## config.mk

```make
export PLATFORM = sky130hd
export DESIGN_NAME = snf_txdat_flat
export DESIGN_NICKNAME = d
export VERILOG_FILES = /design/src/rtl/snf_txdat_if.sv /design/src/rtl/snf_txdat.sv /design/src/flat_wrapper.sv
export SDC_FILE = /design/constraint.sdc
export NUM_CORES = 1
export LEC_CHECK = 0
export BUFFER_PORTS_ARGS = -buffer_cell sky130_fd_sc_hd__buf_4
export CAP_MARGIN = 10
export CORE_UTILIZATION = 31
export CTS_CLUSTER_DIAMETER = 40
export DETAILED_ROUTE_END_ITERATION = 8
export HOLD_SLACK_MARGIN = 0.05
export RECOVER_POWER = 25
export SYNTH_ARGS = -nofsm -noshare
export SYNTH_HDL_FRONTEND = slang
export SYNTH_SLANG_ARGS = --single-unit
```

## constraint.sdc

```tcl
create_clock -name clk -period 4.5 [get_ports clk]
set_input_delay 0 -clock clk [delete_from_list [all_inputs] [get_ports clk]]
set_output_delay 0 -clock clk [all_outputs]
set_load 0.01 [all_outputs]
```

## src/rtl/snf_txdat_if.sv

```systemverilog
// Request and link-side signals of the SNF DAT transmitter.
// The master side is the flit source and the link receiver; the slave side is snf_txdat.
interface snf_txdat_if #(
  parameter int unsigned FLIT_WIDTH = 64
);
  logic                  txdat_req_valid;
  logic [FLIT_WIDTH-1:0] txdat_req_flit;
  logic                  txdat_req_ready;
  logic                  txdat_lcrdv;
  logic                  txdatflitpend;
  logic                  txdatflitv;
  logic [FLIT_WIDTH-1:0] txdatflit;

  modport master (
    output txdat_req_valid, txdat_req_flit, txdat_lcrdv,
    input  txdat_req_ready, txdatflitpend, txdatflitv, txdatflit
  );

  modport slave (
    input  txdat_req_valid, txdat_req_flit, txdat_lcrdv,
    output txdat_req_ready, txdatflitpend, txdatflitv, txdatflit
  );
endinterface

```

## src/rtl/snf_txdat.sv

```systemverilog
// CHI-E DAT link-layer transmitter: buffers read-data flits, spends one link credit per flit,
// and on deactivation drains the FIFO before returning leftover credits as LCrdReturn flits.
module snf_txdat #(
  parameter int unsigned TXDAT_FIFO_DEPTH = 4,
  parameter int unsigned TXDAT_CRD_MAX    = 15,
  parameter int unsigned FLIT_WIDTH       = 64
) (
  input  logic        clk,
  input  logic        rst_n,
  input  logic        run_state,
  snf_txdat_if.slave  txdat,
  output logic        txdat_crd_ret_done,
  output logic        txdat_crd_ovf_err
);
  localparam int unsigned PtrW = $clog2(TXDAT_FIFO_DEPTH);
  localparam int unsigned CntW = $clog2(TXDAT_CRD_MAX + 1);
  localparam logic [PtrW:0]   PtrOne = 1;
  localparam logic [CntW-1:0] CntOne = 1;
  localparam logic [CntW-1:0] CrdMax = CntW'(TXDAT_CRD_MAX);

  typedef enum logic [1:0] {StStop, StRun, StDrain, StReturn} state_e;

  state_e                state_q, state_d;
  logic [FLIT_WIDTH-1:0] mem_q [TXDAT_FIFO_DEPTH];
  logic [PtrW:0]         wr_ptr_q, rd_ptr_q;
  logic [CntW-1:0]       cnt_q, cnt_d;
  logic                  ovf_q, ovf_d;
  logic                  flitv_q, pend_q, pend_d;
  logic [FLIT_WIDTH-1:0] flit_q, flit_d;
  logic                  empty, full, push, data_send, ret_send, any_send, crd_avail;

  assign empty     = (wr_ptr_q == rd_ptr_q);
  assign full      = (wr_ptr_q[PtrW] != rd_ptr_q[PtrW]) &&
                     (wr_ptr_q[PtrW-1:0] == rd_ptr_q[PtrW-1:0]);
  assign crd_avail = (cnt_q != '0);

  assign txdat.txdat_req_ready = (state_q == StRun) && !full;
  assign push                  = txdat.txdat_req_valid && txdat.txdat_req_ready;
  assign any_send              = data_send || ret_send;

  always_comb begin
    state_d   = state_q;
    data_send = 1'b0;
    ret_send  = 1'b0;
    unique case (state_q)
      StStop: begin
        if (run_state) state_d = StRun;
      end
      StRun: begin
        data_send = !empty && crd_avail;
        if (!run_state) state_d = StDrain;
      end
      StDrain: begin
        data_send = !empty && crd_avail;
        if (empty && !data_send) state_d = StReturn;
      end
      StReturn: begin
        ret_send = crd_avail;
        if (!crd_avail) state_d = StStop;
      end
      default: state_d = StStop;
    endcase
  end

  // A credit grant and a send in the same cycle cancel out; grants beyond the max are lost.
  always_comb begin
    cnt_d = cnt_q;
    ovf_d = ovf_q;
    if (txdat.txdat_lcrdv && !any_send) begin
      if (cnt_q == CrdMax) ovf_d = 1'b1;
      else                 cnt_d = cnt_q + CntOne;
    end else if (!txdat.txdat_lcrdv && any_send) begin
      cnt_d = cnt_q - CntOne;
    end
  end

  always_comb begin
    flit_d = data_send ? mem_q[rd_ptr_q[PtrW-1:0]] : '0;
    pend_d = (state_q != StStop) && (!empty || push || (state_q == StReturn));
  end

  always_ff @(posedge clk) begin
    if (push) mem_q[wr_ptr_q[PtrW-1:0]] <= txdat.txdat_req_flit;
  end

  always_ff @(posedge clk or negedge rst_n) begin
    if (!rst_n) begin
      state_q  <= StStop;
      wr_ptr_q <= '0;
      rd_ptr_q <= '0;
      cnt_q    <= '0;
      ovf_q    <= 1'b0;
      flitv_q  <= 1'b0;
      pend_q   <= 1'b0;
      flit_q   <= '0;
    end else begin
      state_q <= state_d;
      cnt_q   <= cnt_d;
      ovf_q   <= ovf_d;
      flitv_q <= any_send;
      pend_q  <= pend_d;
      flit_q  <= flit_d;
      if (push)      wr_ptr_q <= wr_ptr_q + PtrOne;
      if (data_send) rd_ptr_q <= rd_ptr_q + PtrOne;
    end
  end

  assign txdat.txdatflitv    = flitv_q;
  assign txdat.txdatflitpend = pend_q;
  assign txdat.txdatflit     = flit_q;
  assign txdat_crd_ret_done  = (state_q == StStop);
  assign txdat_crd_ovf_err   = ovf_q;

endmodule

```

## src/flat_wrapper.sv

```systemverilog
// flat-port wrapper written by rule: the top's interface ports become plain ports
module snf_txdat_flat 
#(
  parameter int unsigned TXDAT_FIFO_DEPTH = 4,
  parameter int unsigned TXDAT_CRD_MAX    = 15,
  parameter int unsigned FLIT_WIDTH       = 64
)
  (clk, rst_n, run_state, txdat_crd_ret_done, txdat_crd_ovf_err, txdat_txdat_req_valid, txdat_txdat_req_flit, txdat_txdat_lcrdv, txdat_txdat_req_ready, txdat_txdatflitpend, txdat_txdatflitv, txdat_txdatflit);
  snf_txdat_if #(.FLIT_WIDTH(FLIT_WIDTH)) txdat_i ();
  input  logic clk;
  input  logic rst_n;
  input  logic run_state;
  output logic txdat_crd_ret_done;
  output logic txdat_crd_ovf_err;
  input wire logic [$bits(txdat_i.txdat_req_valid)-1:0] txdat_txdat_req_valid;
  input wire logic [$bits(txdat_i.txdat_req_flit)-1:0] txdat_txdat_req_flit;
  input wire logic [$bits(txdat_i.txdat_lcrdv)-1:0] txdat_txdat_lcrdv;
  output wire logic [$bits(txdat_i.txdat_req_ready)-1:0] txdat_txdat_req_ready;
  output wire logic [$bits(txdat_i.txdatflitpend)-1:0] txdat_txdatflitpend;
  output wire logic [$bits(txdat_i.txdatflitv)-1:0] txdat_txdatflitv;
  output wire logic [$bits(txdat_i.txdatflit)-1:0] txdat_txdatflit;
  assign txdat_i.txdat_req_valid = txdat_txdat_req_valid;
  assign txdat_i.txdat_req_flit = txdat_txdat_req_flit;
  assign txdat_i.txdat_lcrdv = txdat_txdat_lcrdv;
  assign txdat_txdat_req_ready = txdat_i.txdat_req_ready;
  assign txdat_txdatflitpend = txdat_i.txdatflitpend;
  assign txdat_txdatflitv = txdat_i.txdatflitv;
  assign txdat_txdatflit = txdat_i.txdatflit;
  snf_txdat #(.TXDAT_FIFO_DEPTH(TXDAT_FIFO_DEPTH), .TXDAT_CRD_MAX(TXDAT_CRD_MAX), .FLIT_WIDTH(FLIT_WIDTH)) u_core (.clk(clk), .rst_n(rst_n), .run_state(run_state), .txdat(txdat_i), .txdat_crd_ret_done(txdat_crd_ret_done), .txdat_crd_ovf_err(txdat_crd_ovf_err));
endmodule
```

==> impl_metrics.env, run 1 <==
export IMPL_fp_dieW_um=200
export IMPL_setup_tns_ns=0
export IMPL_syn_inst=556
export IMPL_routed_wirelength_um=24700
export IMPL_cts_tree="done"
export IMPL_max_cap_violations=0
export IMPL_ys_types=37
export IMPL_cts_sinks=335
export IMPL_fin_util_pct=41.5
export IMPL_dieArea_mm2=0.0401
export IMPL_status="finished, final reports clean"
export IMPL_worst_path_max_delay_cell="dfrtp_4"
export IMPL_grt_pass1_wl_um=38800
export IMPL_path_max_fanout=20
export IMPL_dr_pass1_iters=6
export IMPL_synth_xor_area_share_pct=0.719
export IMPL_drt_initial_drc_count=286
export IMPL_synth_compound_area_share_pct=0.853
export IMPL_fin_crit_ns=2.94
export IMPL_maxSlewHeadroom_pct=37.6
export IMPL_worst_slack_ns=1.56
export IMPL_syn_num_nets=637
export IMPL_rows=72
export IMPL_drc=0
export IMPL_reg2reg_slack_ns=1.56
export IMPL_diodes=0
export IMPL_critPathMaxStageDelay_ns=0.61
export IMPL_timing_hold_ws_ns=0.0819
export IMPL_path_class="reg2reg"
export IMPL_pre_cts_slack_ns=1.53
export IMPL_tightest_slew_ns=0.936
export IMPL_multiInputGateArea_mm2=0.00239
export IMPL_ant_nets=0
export IMPL_cts_buffer_depth=3
export IMPL_cts_htree_levels=2
export IMPL_rsz0062_at_grt="false"
export IMPL_hp_class="in2async"
export IMPL_clk_latency_ns=0.57
export IMPL_syn_area_per_cell_um2=21.9
export IMPL_grt_pass1_vias=6605
export IMPL_route_vias_total=5936
export IMPL_synth_simple_gate_area_share_pct=4.29
export IMPL_grt_max_degree=55
export IMPL_period_share_pct=65.2
export IMPL_wire_per_inst_um=18.2
export IMPL_io_buffers=137
export IMPL_setup_viol=0
export IMPL_slew_viol_final=0
export IMPL_reg2reg_depth=10
export IMPL_finalHoldViolCount=0
export IMPL_grt_overflow=0
export IMPL_ys_seq_elements=335
export IMPL_cp_end_kind="register"
export IMPL_nets=882
export IMPL_area_growth_pct=31.7
export IMPL_leakage_nw=5.80
export IMPL_worstPathCellList="xor2_1 -> nor4b_1 -> or2_1 -> nand2_1 -> ha_1 -> a21o_1 -> a21o_1 -> nand2b_1 -> o22a_1 -> xnor2_1"
export IMPL_cpMostUsedCell="a21o_1"
export IMPL_ctsRootBufferMaster="clkbuf_16"
export IMPL_synth_seq_area_share_pct=79.4
export IMPL_syn_area_mm2=0.0122
export IMPL_max_freq_mhz=341
export IMPL_place_congestion=0.735
export IMPL_synthMuxAreaShare_pct=12.3
export IMPL_synth_main_ff_cell="edfxtp_1"
export IMPL_start_util_pct=31.5
export IMPL_core_area_mm2=0.0386
export IMPL_drive_above_1_share_pct=31.0
export IMPL_final_common_cell="edfxtp_1"
export IMPL_synth_fa_ha_area_share_pct=1.30
export IMPL_totalPowerFinal_w=0.0107
export IMPL_synthArstFlopShare_pct=23.6
export IMPL_die_y_um=200
export IMPL_fillCellCount=3457
export IMPL_hpwl_um=13600
export IMPL_max_vdd_ir_drop_uv=364
export IMPL_antenna_found_initial=0
export IMPL_crit_path_start_kind="register"
export IMPL_layout_common_cells="edfxtp_1, buf_4, dfrtp_1"
export IMPL_cp_required_ns=4.95
export IMPL_synth_edf_count=256
export IMPL_p_per_area_mw_per_mm2=666
export IMPL_synth_top_family_by_area="multiplexers"
export IMPL_grt_usage_pct=12.8
export IMPL_cts_clk_slew_worst_paths_ns=0.05
export IMPL_via_per_inst=4.36
export IMPL_seq_area_mm2=0.00967
export IMPL_cts_buffers=49
export IMPL_ys_warn_count=0
export IMPL_worst_ep_arrival_time_ns=3.39
export IMPL_io_pins=138
export IMPL_clock_skew_ns=0.0215
[routing by layer]
layer / routed length [um] / part of all wire, % / global-route usage, %
met5: 0 / 0 / 0
met4: 496 / 2.0 / 4.23
met3: 1330 / 5.4 / 3.95
met2: 11700 / 47 / 20.3
met1: 11200 / 45 / 16.7
[final timing paths]
kind / from / to
setup / recovery: u_core.rd_ptr_q[1] / u_core.cnt_q[3]
setup reg to reg: u_core.rd_ptr_q[1] / u_core.cnt_q[3]
hold / removal: rst_n / u_core.txdat.txdatflit[55]
max in group asynchronous: rst_n / u_core.rd_ptr_q[0]
min in group clk: txdat_txdat_req_flit[26] / u_core.mem_q[3][26]
hold reg to reg: u_core.txdat_crd_ovf_err / u_core.txdat_crd_ovf_err
[state kept, by name, summed over array words and instances, names as in the netlist]
name / count
u_core.state_q: 2
u_core.txdat_crd_ovf_err: 1
u_core.mem_q: 256
u_core.wr_ptr_q: 3
u_core.txdat.txdatflitv: 1
u_core.cnt_q: 4
u_core.txdat.txdatflit: 64
u_core.txdat.txdatflitpend: 1
u_core.rd_ptr_q: 3
[where the power goes]
group          switching, W  total (W)  internal (W)
Clock               0.00140    0.00373       0.00234
Combinational       0.00150    0.00285       0.00135
Sequential         0.000212    0.00410       0.00388
[cells in the mapped netlist (all sizes together), types with 2 or more instances]
cell    instances  area (um^2)
edfxtp        256         7690
nand2           4         15.0
inv             8         30.0
o21ai           6         33.8
nor3            3         15.0
xnor2           6         52.6
ha             11          138
nor2b          64          400
xor2            4         35.0
mux2i           3         30.0
mux4           64         1440
and2            5         31.3
dfrtp          79         1980
a21o            2         15.0
buf            17         91.3
mux2            2         22.5
clkbuf          6         22.5
nor2            2         7.51
[layout make-up]
type / instances / area share [%]
Clock buffer: 60 / 8.22
Clock inverter: 32 / 2.06
Inverter: 8 / 0.187
Multi-Input combinational cell: 190 / 14.9
Sequential cell: 335 / 60.3
Tap cell: 518 / 4.04
Timing Repair Buffer: 217 / 10.3
[repair_timing]
item / CTS / global route
hold endpoints to repair: 317 / 0
hold buffers: 68 / 0
resized for setup: 0 / 0
setup buffers: 0 / 0
[worst max-delay path: cells and delay by family (launching register included)]
kind                     cells  cell delay (ns)
AO/OA/AOI/OAI                3             0.55
XOR/XNOR                     2             0.35
adder cells (fa/ha/maj)      1             0.33
flip-flops                   1             0.61
AND/OR/NAND/NOR              4             0.98
[per-stage QoR]
| stage | cell area, um^2 | instances |
|---|---|---|
| after floorplan | 12200 | 556 |
| after global placement | 13900 | 1200 |
| after detailed placement | 13900 | 1200 |
| after CTS | 16200 | 1360 |
| after global routing | 16000 | 1360 |
| final | 16000 | 1360 |
[cell families (layout without fill, tap and decap cells)]
family,Yosys count,in the layout
AOI/OAI and AO/OA,14,14
xor gates and xnor gates,10,10
adders and majority gates,12,12
buffers and inverters,31,317
DFF,335,335
muxes,69,69
and+or+nand+nor,85,85
Note: power is estimated with default switching activity, not from simulation.
==> inputs of run 2 (changes only) <==
Clock period 4.5 ns to 3 ns, I/O delays scaled along.
==> impl_metrics.env, run 2 (synthesized netlist as in run 1, its figures left out) <==
export IMPL_postCtsHoldBufs=68
export IMPL_drive_above_1_share_pct=31.4
export IMPL_largest_reg_flops=256
export IMPL_place_congestion=0.726
export IMPL_slew_viol_final=0
export IMPL_tightest_slew_ns=0.841
export IMPL_via_per_inst=4.39
export IMPL_nets=885
export IMPL_cts_clk_slew_worst_paths_ns=0.06
export IMPL_switching_share_pct=29.2
export IMPL_crit_path_start_kind="register"
export IMPL_setup_tns_ns=0
export IMPL_area_growth_pct=32.8
export IMPL_reg2reg_slack_ns=0.38
export IMPL_grt_pass1_vias=6508
export IMPL_cts_tree="done"
export IMPL_clock_skew_ns=0.0141
export IMPL_drt_initial_drc_count=249
export IMPL_diodes=0
export IMPL_pwr_share_comb_pct=27.8
export IMPL_path_max_fanout=6
export IMPL_rsz0062_at_grt="false"
export IMPL_grt_overflow=0
export IMPL_maxSlewHeadroom_pct=44.0
export IMPL_cp_end_kind="register"
export IMPL_antenna_found_initial=0
export IMPL_placed_area_mm2=0.0140
export IMPL_hp_class="in2async"
export IMPL_period_share_pct=87.2
export IMPL_grt_max_degree=67
export IMPL_die_y_um=200
export IMPL_power_frac_seq_pct=37.3
export IMPL_route_vias_total=5966
export IMPL_cts_htree_levels=2
export IMPL_fp_dieW_um=200
export IMPL_routed_wirelength_um=24700
export IMPL_cts_buffer_depth=3
export IMPL_layout_common_cells="edfxtp_1, buf_4, dfrtp_1"
export IMPL_final_common_cell="edfxtp_1"
export IMPL_cp_required_ns=3.43
export IMPL_setup_viol=0
export IMPL_fin_crit_ns=2.62
export IMPL_max_freq_mhz=382
export IMPL_p_per_area_mw_per_mm2=1010
export IMPL_worst_ep_arrival_time_ns=3.05
export IMPL_grt_usage_pct=12.6
export IMPL_ant_nets=0
export IMPL_finalHoldViolCount=0
export IMPL_ctsRootBufferMaster="clkbuf_16"
export IMPL_clockPowerShare_pct=34.9
export IMPL_path_class="reg2reg"
export IMPL_hpwl_um=14100
export IMPL_internal_power_w=0.0115
export IMPL_grt_pass1_wl_um=38200
export IMPL_dr_pass1_iters=4
export IMPL_final_design_area_no_fill_mm2=0.0162
export IMPL_io_pins=138
export IMPL_io_buffers=137
export IMPL_fillCellCount=3463
export IMPL_max_cap_violations=0
export IMPL_status="finished, final reports clean"
export IMPL_cts_sinks=335
export IMPL_leakage_nw=5.84
export IMPL_switching_power_w=0.00476
export IMPL_rows=72
export IMPL_cts_resized=0
export IMPL_core_area_mm2=0.0386
export IMPL_drc=0
export IMPL_postCtsSetupBuffers=0
export IMPL_dieArea_mm2=0.0401
export IMPL_wire_per_inst_um=18.2
export IMPL_cts_buffers=47
export IMPL_clk_latency_ns=0.55
export IMPL_max_vdd_ir_drop_uv=551
export IMPL_start_util_pct=31.5
==> run 2: routing by layer <==
layer / track usage (%) / wire length [um]
met3: 3.69 / 1210
met1: 16.4 / 11100
met5: 0 / 0
met4: 4.26 / 550
met2: 20.0 / 11800
==> run 2: worst max-delay path, cell delays in order, from the launching register on <==
cell      delay, ns
dfrtp_1        0.44
or4_4          0.60
o21ai_2        0.08
or2_1          0.13
nand2_1        0.13
ha_1           0.32
a21o_1         0.18
a21o_1         0.18
nand2b_1       0.14
o22a_1         0.19
xnor2_1        0.12
==> run 2: per-stage QoR <==
stage	std cells	utilization, %	total power, W	worst slack, ns	hold slack [ns]
finish	1360	41.8	0.0163	0.383	0.105
global route	1360	41.8	0.0172	0.206	0.164
floorplan	556	-	0.00904	0.434	-0.296
CTS	1360	42.3	0.0167	0.380	0.123
global placement	1205	36.3	0.0108	0.412	0.169
detailed placement	1205	36.3	0.0108	0.392	0.168
==> run 2: area by class of cell <==
| type | instances | area, um^2 | share of cell area, % |
|---|---|---|---|
| well taps | 518 | 648 | 4.01 |
| multi-input cells | 190 | 2390 | 14.8 |
| flip-flops and latches | 335 | 9670 | 59.8 |
| repair buffers | 222 | 1780 | 11.0 |
| clock buffers | 54 | 1250 | 7.76 |
| inverters | 8 | 30.0 | 0.186 |
| clock inverters | 33 | 395 | 2.45 |
==> run 2: power by group through the flow <==
stage / registers [W] / logic [W] / clock network (W)
floorplan: 0.00626 / 0.00278 / 0
global placement: 0.00615 / 0.00464 / 0
detailed placement: 0.00617 / 0.00463 / 0
CTS: 0.00608 / 0.00473 / 0.00584
global route: 0.00614 / 0.00499 / 0.00602
finish: 0.00607 / 0.00453 / 0.00568
==> run 2: path summary, 6_finish.rpt <==
check                                         startpoint                    endpoint  cells past startpoint
worst max-delay path                     u_core.cnt_q[1]             u_core.cnt_q[3]                     10
worst min-delay path                               rst_n  u_core.txdat.txdatflit[55]                      2
worst max register to register           u_core.cnt_q[1]             u_core.cnt_q[3]                     10
worst min register to register        u_core.wr_ptr_q[2]          u_core.wr_ptr_q[2]                      1
max in group asynchronous                          rst_n     u_core.txdat.txdatflitv                      3
min in group clk                txdat_txdat_req_flit[21]         u_core.mem_q[3][21]                      2
